## src/rtl/zdos_trap.sv

```systemverilog
// VG93 access trap for floppy-drive emulation: DOS mapping, trap FSM, delayed NMI, cause capture.
// Optional trap watchdog enabled by defining TRAP_TIMEOUT_EN.
module zdos_trap #(
    parameter int NDRV    = 4,
    parameter int NMI_DLY = 3,
    parameter int CW      = 8,
    parameter int TMO     = 4096,
    parameter int DW      = (NDRV > 1) ? $clog2(NDRV) : 1
) (
    input  logic            fclk,
    input  logic            rst_n,
    input  logic            dos_turn_on,
    input  logic            dos_turn_off,
    input  logic            cpm_n,
    output logic            dos,
    input  logic            vg_rdwr_fclk,
    input  logic            vg_wr,
    input  logic [1:0]      vg_a,
    input  logic [DW-1:0]   drv_sel,
    input  logic [NDRV-1:0] fdd_mask,
    input  logic            romnram,
    input  logic            clr_nmi,
    output logic            in_trdemu,
    output logic            nmi_req,
    output logic [DW-1:0]   trap_drv,
    output logic [1:0]      trap_a,
    output logic            trap_wr,
    output logic [CW-1:0]   trap_cnt,
    output logic            tmo_flag
);

    typedef enum logic [1:0] {
        S_IDLE,
        S_WAIT,
        S_TRAP
    } state_t;

    state_t          r_state;
    state_t          w_state_nxt;
    logic [3:0]      r_dly;
    logic            r_dos;
    logic            r_nmi_req;
    logic [DW-1:0]   r_trap_drv;
    logic [1:0]      r_trap_a;
    logic            r_trap_wr;
    logic [CW-1:0]   r_trap_cnt;
    logic            w_drv_ok;
    logic            w_q;
    logic            w_enter;
    logic            w_fire;
    logic            w_expire;
    logic            w_wdog_hit;

    // Out-of-range drive numbers never trap, even if the mask bit index would alias.
    assign w_drv_ok = (32'(drv_sel) < NDRV) ? fdd_mask[drv_sel] : 1'b0;
    assign w_q      = vg_rdwr_fclk & w_drv_ok & r_dos & romnram;

    always_comb begin
        // NOTE: every combinational output gets a default first so no path infers a latch.
        w_state_nxt = r_state;
        w_enter     = 1'b0;
        w_fire      = 1'b0;
        w_expire    = 1'b0;
        case (r_state)
            S_IDLE: begin
                if (!clr_nmi && w_q) begin
                    w_state_nxt = S_WAIT;
                    w_enter     = 1'b1;
                end
            end
            S_WAIT: begin
                if (clr_nmi) begin
                    w_state_nxt = S_IDLE;
                end else if (w_wdog_hit) begin
                    w_state_nxt = S_IDLE;
                    w_expire    = 1'b1;
                end else if (r_dly == 4'd1) begin
                    w_state_nxt = S_TRAP;
                    w_fire      = 1'b1;
                end
            end
            S_TRAP: begin
                if (clr_nmi) begin
                    w_state_nxt = S_IDLE;
                end else if (w_wdog_hit) begin
                    w_state_nxt = S_IDLE;
                    w_expire    = 1'b1;
                end
            end
            default: w_state_nxt = S_IDLE;
        endcase
    end

    always_ff @(posedge fclk or negedge rst_n) begin
        if (!rst_n) begin
            r_state    <= S_IDLE;
            r_dly      <= '0;
            r_dos      <= 1'b1;
            r_nmi_req  <= 1'b0;
            r_trap_drv <= '0;
            r_trap_a   <= '0;
            r_trap_wr  <= 1'b0;
            r_trap_cnt <= '0;
        end else begin
            // NOTE: sequential state uses non-blocking assignments so all registers update together.
            r_state   <= w_state_nxt;
            r_nmi_req <= w_fire;
            if (w_enter) begin
                r_trap_drv <= drv_sel;
                r_trap_a   <= vg_a;
                r_trap_wr  <= vg_wr;
                r_dly      <= 4'(NMI_DLY);
                if (r_trap_cnt != '1) begin
                    r_trap_cnt <= r_trap_cnt + 1'b1;
                end
            end else if (r_state == S_WAIT) begin
                r_dly <= r_dly - 4'd1;
            end
            if (!cpm_n) begin
                r_dos <= 1'b1;
            end else if (dos_turn_off) begin
                r_dos <= 1'b0;
            end else if (dos_turn_on) begin
                r_dos <= 1'b1;
            end
        end
    end

`ifdef TRAP_TIMEOUT_EN
    localparam int WW = (TMO > 1) ? $clog2(TMO) : 1;

    logic [WW-1:0] r_wdog;
    logic          r_tmo_flag;

    // Counter holds the number of edges already spent in WAIT/TRAP since entry.
    assign w_wdog_hit = (r_wdog == WW'(TMO - 1));

    always_ff @(posedge fclk or negedge rst_n) begin
        if (!rst_n) begin
            r_wdog     <= '0;
            r_tmo_flag <= 1'b0;
        end else begin
            if (r_state == S_IDLE) begin
                r_wdog <= '0;
            end else begin
                r_wdog <= r_wdog + 1'b1;
            end
            if (clr_nmi) begin
                r_tmo_flag <= 1'b0;
            end else if (w_expire) begin
                r_tmo_flag <= 1'b1;
            end
        end
    end

    assign tmo_flag = r_tmo_flag;
`else
    logic w_unused_tmo;

    assign w_wdog_hit   = 1'b0;
    assign w_unused_tmo = TMO[0] ^ w_expire;
    assign tmo_flag     = 1'b0;
`endif

    assign dos       = r_dos;
    assign in_trdemu = (r_state != S_IDLE);
    assign nmi_req   = r_nmi_req;
    assign trap_drv  = r_trap_drv;
    assign trap_a    = r_trap_a;
    assign trap_wr   = r_trap_wr;
    assign trap_cnt  = r_trap_cnt;

endmodule

```

## config.mk

```make
export PLATFORM = sky130hd
export DESIGN_NAME = zdos_trap
export DESIGN_NICKNAME = d
export VERILOG_FILES = /design/src/rtl/zdos_trap.sv
export SDC_FILE = /design/constraint.sdc
export NUM_CORES = 1
export LEC_CHECK = 0
export ABC_AREA = 1
export CAP_MARGIN = 25
export CORE_ASPECT_RATIO = 0.6
export CORE_MARGIN = 4
export CORE_UTILIZATION = 43
export CTS_CLUSTER_DIAMETER = 120
export CTS_CLUSTER_SIZE = 8
export DETAILED_ROUTE_END_ITERATION = 10
export PLACE_DENSITY = 0.8
export SYNTH_ARGS = -nofsm -noshare
export SYNTH_HDL_FRONTEND = slang
export SYNTH_SLANG_ARGS = --single-unit
```

## constraint.sdc

```tcl
create_clock -name fclk -period 1.3 [get_ports fclk]
set_input_delay 0.195 -clock fclk [delete_from_list [all_inputs] [get_ports fclk]]
set_output_delay 0.195 -clock fclk [all_outputs]
set_load 0.005 [all_outputs]
```

==> results of run 1 <==
==> timing repair <==
item / 4_1_cts / 5_1_grt
cloned: 0 / 0
setup endpoints to repair: 30 / 21
buffers inserted: 14 / 2
gates resized for setup: 25 / 15
pin swaps: 5 / 9
==> logic make-up after synthesis <==
group | share of synthesized area [%]
compound gates | 3.157
xor+xnor | 0.7130
fa+ha+maj | 3.055
simple gates | 41.34
buf+inv | 8.553
other cells | 0.3052
flops | 42.87
==> how the worst max path moves through the flow <==
stage,startpoint,cells past startpoint,to
after floorplan,trap_cnt[0],7,trap_cnt[5]
after global placement,drv_sel[0],9,trap_drv[0]
after detailed placement,drv_sel[0],9,trap_cnt[6]
after CTS,dos,8,trap_drv[1]
after global routing,dos,7,trap_cnt[6]
final,dos,7,trap_drv[0]
==> state kept, by name, summed over array words and instances (netlist names) <==
signal / cells
dos: 1
trap_wr: 1
r_state: 2
trap_drv: 2
nmi_req: 1
r_dly: 4
trap_cnt: 8
trap_a: 2
==> power groups by stage <==
| stage | registers [mW] | logic [mW] | clock network (mW) |
|---|---|---|---|
| global placement | 0.911 | 0.734 | 0 |
| finish | 0.902 | 0.835 | 0.438 |
| global route | 0.921 | 0.923 | 0.483 |
| CTS | 0.896 | 0.796 | 0.451 |
| detailed placement | 0.924 | 0.778 | 0 |
| floorplan | 0.916 | 0.361 | 0 |
==> worst max-delay path, delay by kind of cell (launching register included) <==
family | cells | cell delay, ps
flops | 1 | 570
buf+inv | 1 | 150
simple gates | 6 | 680
==> cells in the final DEF, fill, tap and decap left out, drive strengths merged, types with 3 or more instances in the layout <==
cell and n:
dfrtp 20, buf 29, dlygate4sd2 14, inv 21
nand2 69, ha 3, nor2 14, o21ai 4
clkdlybuf4s50 15, nand3 14, nand4 9, clkbuf 4
==> layer usage <==
layer	up-vias	share of wire [%]	track usage, %
met5	-	0	0
met3	11	5.0	4.797
met2	34	52	34.97
met4	0	2.0	5.325
li1	633	-	-
met1	607	41	21.62
==> area by class of cell <==
cell class | instances | share of cell area, %
Clock buffer | 3 | 2.194
Clock inverter | 1 | 0.3989
Inverter | 21 | 4.322
Multi-Input combinational cell | 118 | 35.37
Sequential cell | 21 | 27.99
Tap cell | 32 | 2.128
Timing Repair Buffer | 60 | 27.59
==> flow_metrics.tcl, run 1 <==
set metrics [dict create \
    vias 1285 \
    ir_drop_mv 0.8516 \
    clock-sinks 21 \
    r2r_cells 7 \
    globalRouteOverflowTotal 0 \
    multi_input_area_um2 665.6 \
    comb_power_share_pct 38.4 \
    yosysSeqAreaShare_pct 42.87 \
    p_int_mw 1.435 \
    ios 34 \
    cts_tree "yes" \
    synth_top_area_share_pct 40.73 \
    nFillCells 198 \
    power.share.clock_pct 20.2 \
    placed_area_um2 1663 \
    dpl.hpwl_um 2560 \
    clk_latency_ps 260 \
    drt_iter0_drc 63 \
    setup-tns-final_ps -2041 \
    clk_path_buf_depth 2 \
    cp-end-kind "register" \
    period_minus_slack_ps 1459 \
    fmax_ghz 0.6853 \
    synth.distinct_cells 22 \
    drv_slew 0 \
    firstDrtPassIters 4 \
    path_max_fanout 5 \
    period_share_pct 112.2 \
    hold_ws_ps 271.2 \
    vias_per_cell 5.020 \
    cts_made_buffers 3 \
    leakagePower_nw 1.009 \
    synth_common_cells "67 x nand2_1, 20 x dfrtp_1, 18 x inv_1" \
    rows 14 \
    ys.flop_type "dfrtp_1" \
    synth_cells 163 \
    p_per_area_nw_per_um2 1156 \
    fp.dieH_um 49.41 \
    drcViolationCount 0 \
    place_ws_ps -328.1 \
    dieArea_um2 3805 \
    slowest_delay_ps 570 \
    async_reset_ff_share_pct 100.0 \
    ys_ff_latch 21 \
    hold_path_class "in2async" \
    regArea_um2 526.8 \
    antenna_found_initial 0 \
    path_clk_slew_ps 80 \
    outcome "complete, but fails checks" \
    totalWireLength_um 3411 \
    finalPower_mw 2.175 \
    setup_slack_ps -159.2 \
    swShare_pct 34.03 \
    fin_nets 245 \
    syn_area_per_cell_um2 7.538 \
    finish.instance_area_um2 1882 \
    grt_pass1_wl_um 5809 \
    r2r-start "dos" \
    grt_max_degree 22 \
    core_area_um2 2610 \
    track_usage_pct 18.88 \
    rsz0062_at_grt "true" \
    dp_cells 237 \
    netlist_area_um2 1229 \
    synth_warnings 0 \
    antennaDiodeCount 0 \
    root_buffer "clkbuf_8" \
    p_sw_mw 0.7401 \
    r2r_slack_ps -160 \
    syn_nets 183 \
    area_growth_pct 53.16 \
    htreeDepth 1 \
    grt_pass1_vias 1335 \
    wl_per_cell_um 13.32 \
    drv_cap 0 \
    slowest_stage "dfstp_2" \
    regToRegEndpoint "trap_drv[0]" \
    start_util_pct 47.08 \
    cp.required_ps 1500 \
    fin_skew_ps 1.288 \
    setup_viol 19 \
    seq_power_share_pct 41.5 \
    synth.area.top_cells "dfrtp_1 41%, nand2_1 20%, inv_1 5.5%" \
    violations "setup timing" \
    die-width_um 77.01 \
    path_class "reg2reg" \
    yosysMostFrequentCell "nand2_1" \
    synth_edf_count 0 \
    place_congestion 0.8523 \
    crit_chain "nand3_4 -> nor2_4 -> nand3_2 -> nor2_4 -> buf_4 -> nand2_1 -> nand2_1" \
    final_cells 256 \
    numPortBuffers 32 \
    ant_nets 0 \
    cts_hold_buf 0 \
    critPathArrivalTime_ps 1660 \
    start_kind "register" \
    post-route-util_pct 72.10 \
    hold_viol 0 \
    drive_gt1_share_pct 27.68 \
    synthDominantAreaCellType "dfrtp_1" \
]
Power figures use the tool's default switching activity.
==> run 2: changes to the inputs <==
--- a/config.mk
+++ b/config.mk
@@ -9,11 +9,13 @@
 export CAP_MARGIN = 25
 export CORE_ASPECT_RATIO = 0.6
 export CORE_MARGIN = 4
-export CORE_UTILIZATION = 43
+export CORE_UTILIZATION = 44
+export CTS_BUF_LIST = sky130_fd_sc_hd__clkbuf_4 sky130_fd_sc_hd__clkbuf_8
 export CTS_CLUSTER_DIAMETER = 120
 export CTS_CLUSTER_SIZE = 8
 export DETAILED_ROUTE_END_ITERATION = 10
-export PLACE_DENSITY = 0.8
+export MAX_ROUTING_LAYER = met4
+export PLACE_DENSITY = 0.81
 export SYNTH_ARGS = -nofsm -noshare
 export SYNTH_HDL_FRONTEND = slang
 export SYNTH_SLANG_ARGS = --single-unit
==> flow_metrics.tcl, run 2 (synthesized netlist as in run 1, its figures left out) <==
set metrics [dict create \
    outcome "complete, but fails checks" \
    violations "setup timing" \
    area_growth_pct 53.36 \
    cp.required_ps 1500 \
    r2r-start "dos" \
    fin_nets 244 \
    grt_pass1_wl_um 6051 \
    drv_slew 0 \
    hold_ws_ps 269.5 \
    final_common_cell "nand2_1" \
    largest_reg_flops 8 \
    setup_slack_ps -89.78 \
    ios 34 \
    hold_viol 0 \
    fp.dieH_um 48.93 \
    p_per_area_nw_per_um2 1183 \
    drive_gt1_share_pct 26.91 \
    vias 1325 \
    wl_per_cell_um 14.05 \
    path_class "reg2reg" \
    drt_iter0_drc 67 \
    path_max_fanout 5 \
    grt_max_degree 22 \
    antennaDiodeCount 0 \
    start_util_pct 47.39 \
    ir_drop_mv 0.6346 \
    r2r_cells 8 \
    root_buffer "clkbuf_8" \
    critPathArrivalTime_ps 1590 \
    path_clk_slew_ps 80 \
    drcViolationCount 0 \
    cp-end-kind "register" \
    regToRegEndpoint "trap_cnt[6]" \
    period_share_pct 106.9 \
    drv_cap 0 \
    cts_made_buffers 3 \
    place_congestion 0.8985 \
    rows 14 \
    grt_pass1_vias 1321 \
    firstDrtPassIters 5 \
    rsz0062_at_grt "true" \
    start_kind "register" \
    fin_skew_ps 7.283 \
    antenna_found_initial 0 \
    leakagePower_nw 1.024 \
    die-width_um 76.22 \
    numPortBuffers 32 \
    period_minus_slack_ps 1390 \
    dieArea_um2 3729 \
    totalWireLength_um 3582 \
    setup_viol 15 \
    fmax_ghz 0.7195 \
    clk_path_buf_depth 2 \
    ant_nets 0 \
    hold_path_class "in2async" \
    htreeDepth 1 \
    clk_latency_ps 270 \
    track_usage_pct 21.07 \
    globalRouteOverflowTotal 0 \
    cts_hold_buf 0 \
    nFillCells 209 \
    clock-sinks 21 \
    core_area_um2 2592 \
    cts_tree "yes" \
    final_cell_mix "63 x nand2_1, 23 x buf_4, 18 x dfrtp_1, 17 x inv_1, 15 x clkdlybuf4s50_1" \
    final_cells 255 \
    vias_per_cell 5.196 \
    r2r_slack_ps -90 \
    dpl.hpwl_um 2439 \
    dp_cells 237 \
]
==> run 2: cell types whose count changed in the layout (fill, tap and decap cells not counted), moves of 2 or more <==
cell,previous run,this run
buf_4,26,23
dfrtp_1,20,18
dfrtp_2,0,2
nand3_1,6,9
nand3_2,6,4
==> run 2: timing repair <==
action,4_1_cts,5_1_grt
cloned,1,0
buffers inserted,13,2
setup endpoints to repair,29,24
gates resized for setup,25,15
pin swaps,2,5
==> run 2: cell type report <==
cell class / count / area, um^2 / area share, %
Sequential cell: 21 / 529.3 / 28.09
Timing Repair Buffer: 59 / 536.8 / 28.49
Tap cell: 32 / 40.04 / 2.125
Inverter: 21 / 81.33 / 4.316
Multi-Input combinational cell: 118 / 648.1 / 34.40
Clock buffer: 4 / 48.80 / 2.590
==> run 2: worst max-delay path by stage <==
stage,from,to,slack [ps],depth (start not counted)
finish,dos,trap_cnt[6],-90,8
global route,dos,trap_cnt[6],-160,8
CTS,dos,trap_cnt[6],-90,8
detailed placement,drv_sel[0],trap_wr,-270,9
global placement,drv_sel[0],trap_cnt[5],-210,8
floorplan,trap_cnt[0],trap_cnt[5],20,7
==> run 2: through the flow <==
step	total power [mW]	worst slack, ps	util, %	instance area [um^2]	setup TNS (ps)
6_report	2.229	-89.78	72.68	1884	-966.0
5_1_grt	2.366	-161.5	72.68	1884	-2055
4_1_cts	2.178	-88.76	71.33	1849	-753.8
3_5_place_dp	1.719	-266.8	64.62	1675	-4292
3_3_place_gp	1.665	-210.9	64.62	1675	-3229
2_1_floorplan	1.277	19.89	-	1231	0
==> run 2: worst max-delay path, cell delays in order, from the launching register on <==
cell and delay [ps]:
dfstp_2 560, nand3_4 80, nor2_4 110, nand3_2 100, nor2_4 120, buf_6 130
buf_12 100, nand3_1 60, nand2_1 60
==> run 2: power breakdown <==
group          leakage (nW)  internal, mW  switching (mW)
clock network        0.0262         0.240           0.219
registers             0.268         0.801           0.100
logic                 0.730         0.427           0.442
total                  1.02          1.47           0.761
==> run 2: per-layer routing <==
| layer | vias to the layer above | track usage, % | routed length, um |
|---|---|---|---|
| li1 | 634 | - | - |
| met1 | 610 | 25.94 | 1524 |
| met2 | 67 | 33.24 | 1673 |
| met3 | 14 | 6.273 | 288 |
| met4 | 0 | 7.229 | 96 |
| met5 | - | - | 0 |
==> run 3: changes to the inputs <==
--- a/config.mk
+++ b/config.mk
@@ -16,6 +16,8 @@
 export DETAILED_ROUTE_END_ITERATION = 10
 export MAX_ROUTING_LAYER = met4
 export PLACE_DENSITY = 0.81
+export SETUP_SLACK_MARGIN = 0.2
 export SYNTH_ARGS = -nofsm -noshare
 export SYNTH_HDL_FRONTEND = slang
 export SYNTH_SLANG_ARGS = --single-unit
+export TNS_END_PERCENT = 1
==> constraint.sdc (replaced) <==
create_clock -name fclk -period 1.3 [get_ports fclk]
set_input_delay 0.26 -clock fclk [delete_from_list [all_inputs] [get_ports fclk]]
set_output_delay 0.26 -clock fclk [all_outputs]
set_load 0.005 [all_outputs]
==> flow_metrics.tcl, run 3 (synthesized netlist as in run 1, its figures left out) <==
set metrics [dict create \
    wl_per_cell_um 14.63 \
    critPathArrivalTime_ps 1750 \
    final_cell_mix "61 x nand2_1, 26 x buf_4, 20 x dfrtp_1, 17 x inv_1, 15 x clkdlybuf4s50_1" \
    r2r_cells 8 \
    ant_nets 0 \
    p_per_area_nw_per_um2 1186 \
    fin_nets 247 \
    place_ws_ps -367.1 \
    area_growth_pct 51.32 \
    antenna_found_initial 0 \
    grt_max_degree 22 \
    drt_iter0_drc 119 \
    r2r-start "dos" \
    ios 34 \
    drv_cap 0 \
    clk_latency_ps 270 \
    cp-end-kind "register" \
    setup_slack_ps -233.3 \
    post-route-util_pct 71.72 \
    largest_reg_flops 8 \
    drive_gt1_share_pct 32.30 \
    start_kind "register" \
    rsz0062_at_grt "true" \
    period_share_pct 117.9 \
    grt_pass1_vias 1246 \
    totalWireLength_um 3774 \
    die-width_um 76.22 \
    leakagePower_nw 0.9716 \
    grt_pass1_wl_um 5844 \
    place_congestion 0.8755 \
    period_minus_slack_ps 1533 \
    dpl.hpwl_um 2551 \
    fmax_ghz 0.6522 \
    fin_skew_ps 2.102 \
    globalRouteOverflowTotal 0 \
    track_usage_pct 20.02 \
    start_util_pct 47.39 \
    cts_tree "yes" \
    antennaDiodeCount 0 \
    dieArea_um2 3729 \
    clk_path_buf_depth 2 \
    core_area_um2 2592 \
    clock-sinks 21 \
    violations "setup timing" \
    hold_path_class "in2async" \
    final_common_cell "nand2_1" \
    regToRegEndpoint "trap_cnt[7]" \
    vias_per_cell 5.143 \
    ir_drop_mv 0.5843 \
    cp.required_ps 1520 \
    outcome "complete, but fails checks" \
    setup_viol 20 \
    nFillCells 184 \
    fp.dieH_um 48.93 \
    drv_slew 0 \
    numPortBuffers 32 \
    firstDrtPassIters 4 \
    path_clk_slew_ps 80 \
    path_max_fanout 5 \
    cts_made_buffers 3 \
    r2r_slack_ps -230 \
    drcViolationCount 0 \
    vias 1327 \
    hold_viol 0 \
    root_buffer "clkbuf_8" \
    htreeDepth 1 \
    rows 14 \
    path_class "reg2reg" \
]
==> run 3: timing repair <==
action                                  in CTS  in global routing
gates resized for setup                     48                 20
pin swaps                                    2                  7
hold buffers                                 0                  0
buffers inserted                            10                  2
endpoints found under the setup margin      36                 29
==> run 3: area by class of cell <==
type	instances	area [um^2]	share of cell area, %
clock buffers	3	41.29	2.221
clock inverters	1	5.005	0.2692
inverters	21	81.33	4.374
multi-input cells	118	654.4	35.20
flip-flops and latches	21	526.8	28.33
well taps	32	40.04	2.153
repair buffers	62	510.5	27.46
==> run 3: worst max path at each step <==
stage / startpoint / to / depth (start not counted)
2_1_floorplan: dos / trap_cnt[6] / 7
3_3_place_gp: drv_sel[0] / trap_cnt[7] / 9
3_5_place_dp: drv_sel[0] / trap_drv[1] / 9
4_1_cts: dos / trap_cnt[7] / 8
5_1_grt: dos / trap_cnt[7] / 8
6_report: dos / trap_cnt[7] / 8
==> run 3: worst max-delay path, stage by stage, from the launching register on <==
cell and delay [ps]:
dfstp_2 560, buf_6 110, nand3_4 70, nor2_4 140, nand3_2 100, nor2_4 210, buf_6 150, nand3_4 60
nand2_2 70
==> run 3: layer usage <==
layer,share of wire (%),vias to the layer above,wire length (um),global-route usage (%)
met3,5.9,7,221,2.768
li1,-,641,-,-
met4,2.0,0,74,7.229
met2,48,46,1814,32.51
met1,44,633,1664,25.77
met5,0,-,0,-
==> run 3: metrics by stage <==
step | hold WS [ps] | cell area, um^2 | TNS, ps | total power [mW] | std cells
global route | 359.6 | 1859 | -4476 | 2.345 | 258
finish | 343.8 | 1859 | -3264 | 2.204 | 258
global placement | 461.6 | 1713 | -4142 | 1.659 | 242
CTS | 348.7 | 1799 | -1446 | 2.169 | 256
detailed placement | 462.6 | 1713 | -5909 | 1.710 | 242
floorplan | -35.59 | 1231 | 0 | 1.277 | 163
==> run 3: report_power, final <==
part	internal, mW	switching (mW)
Sequential	0.800	0.0984
Clock	0.215	0.243
Combinational	0.420	0.428
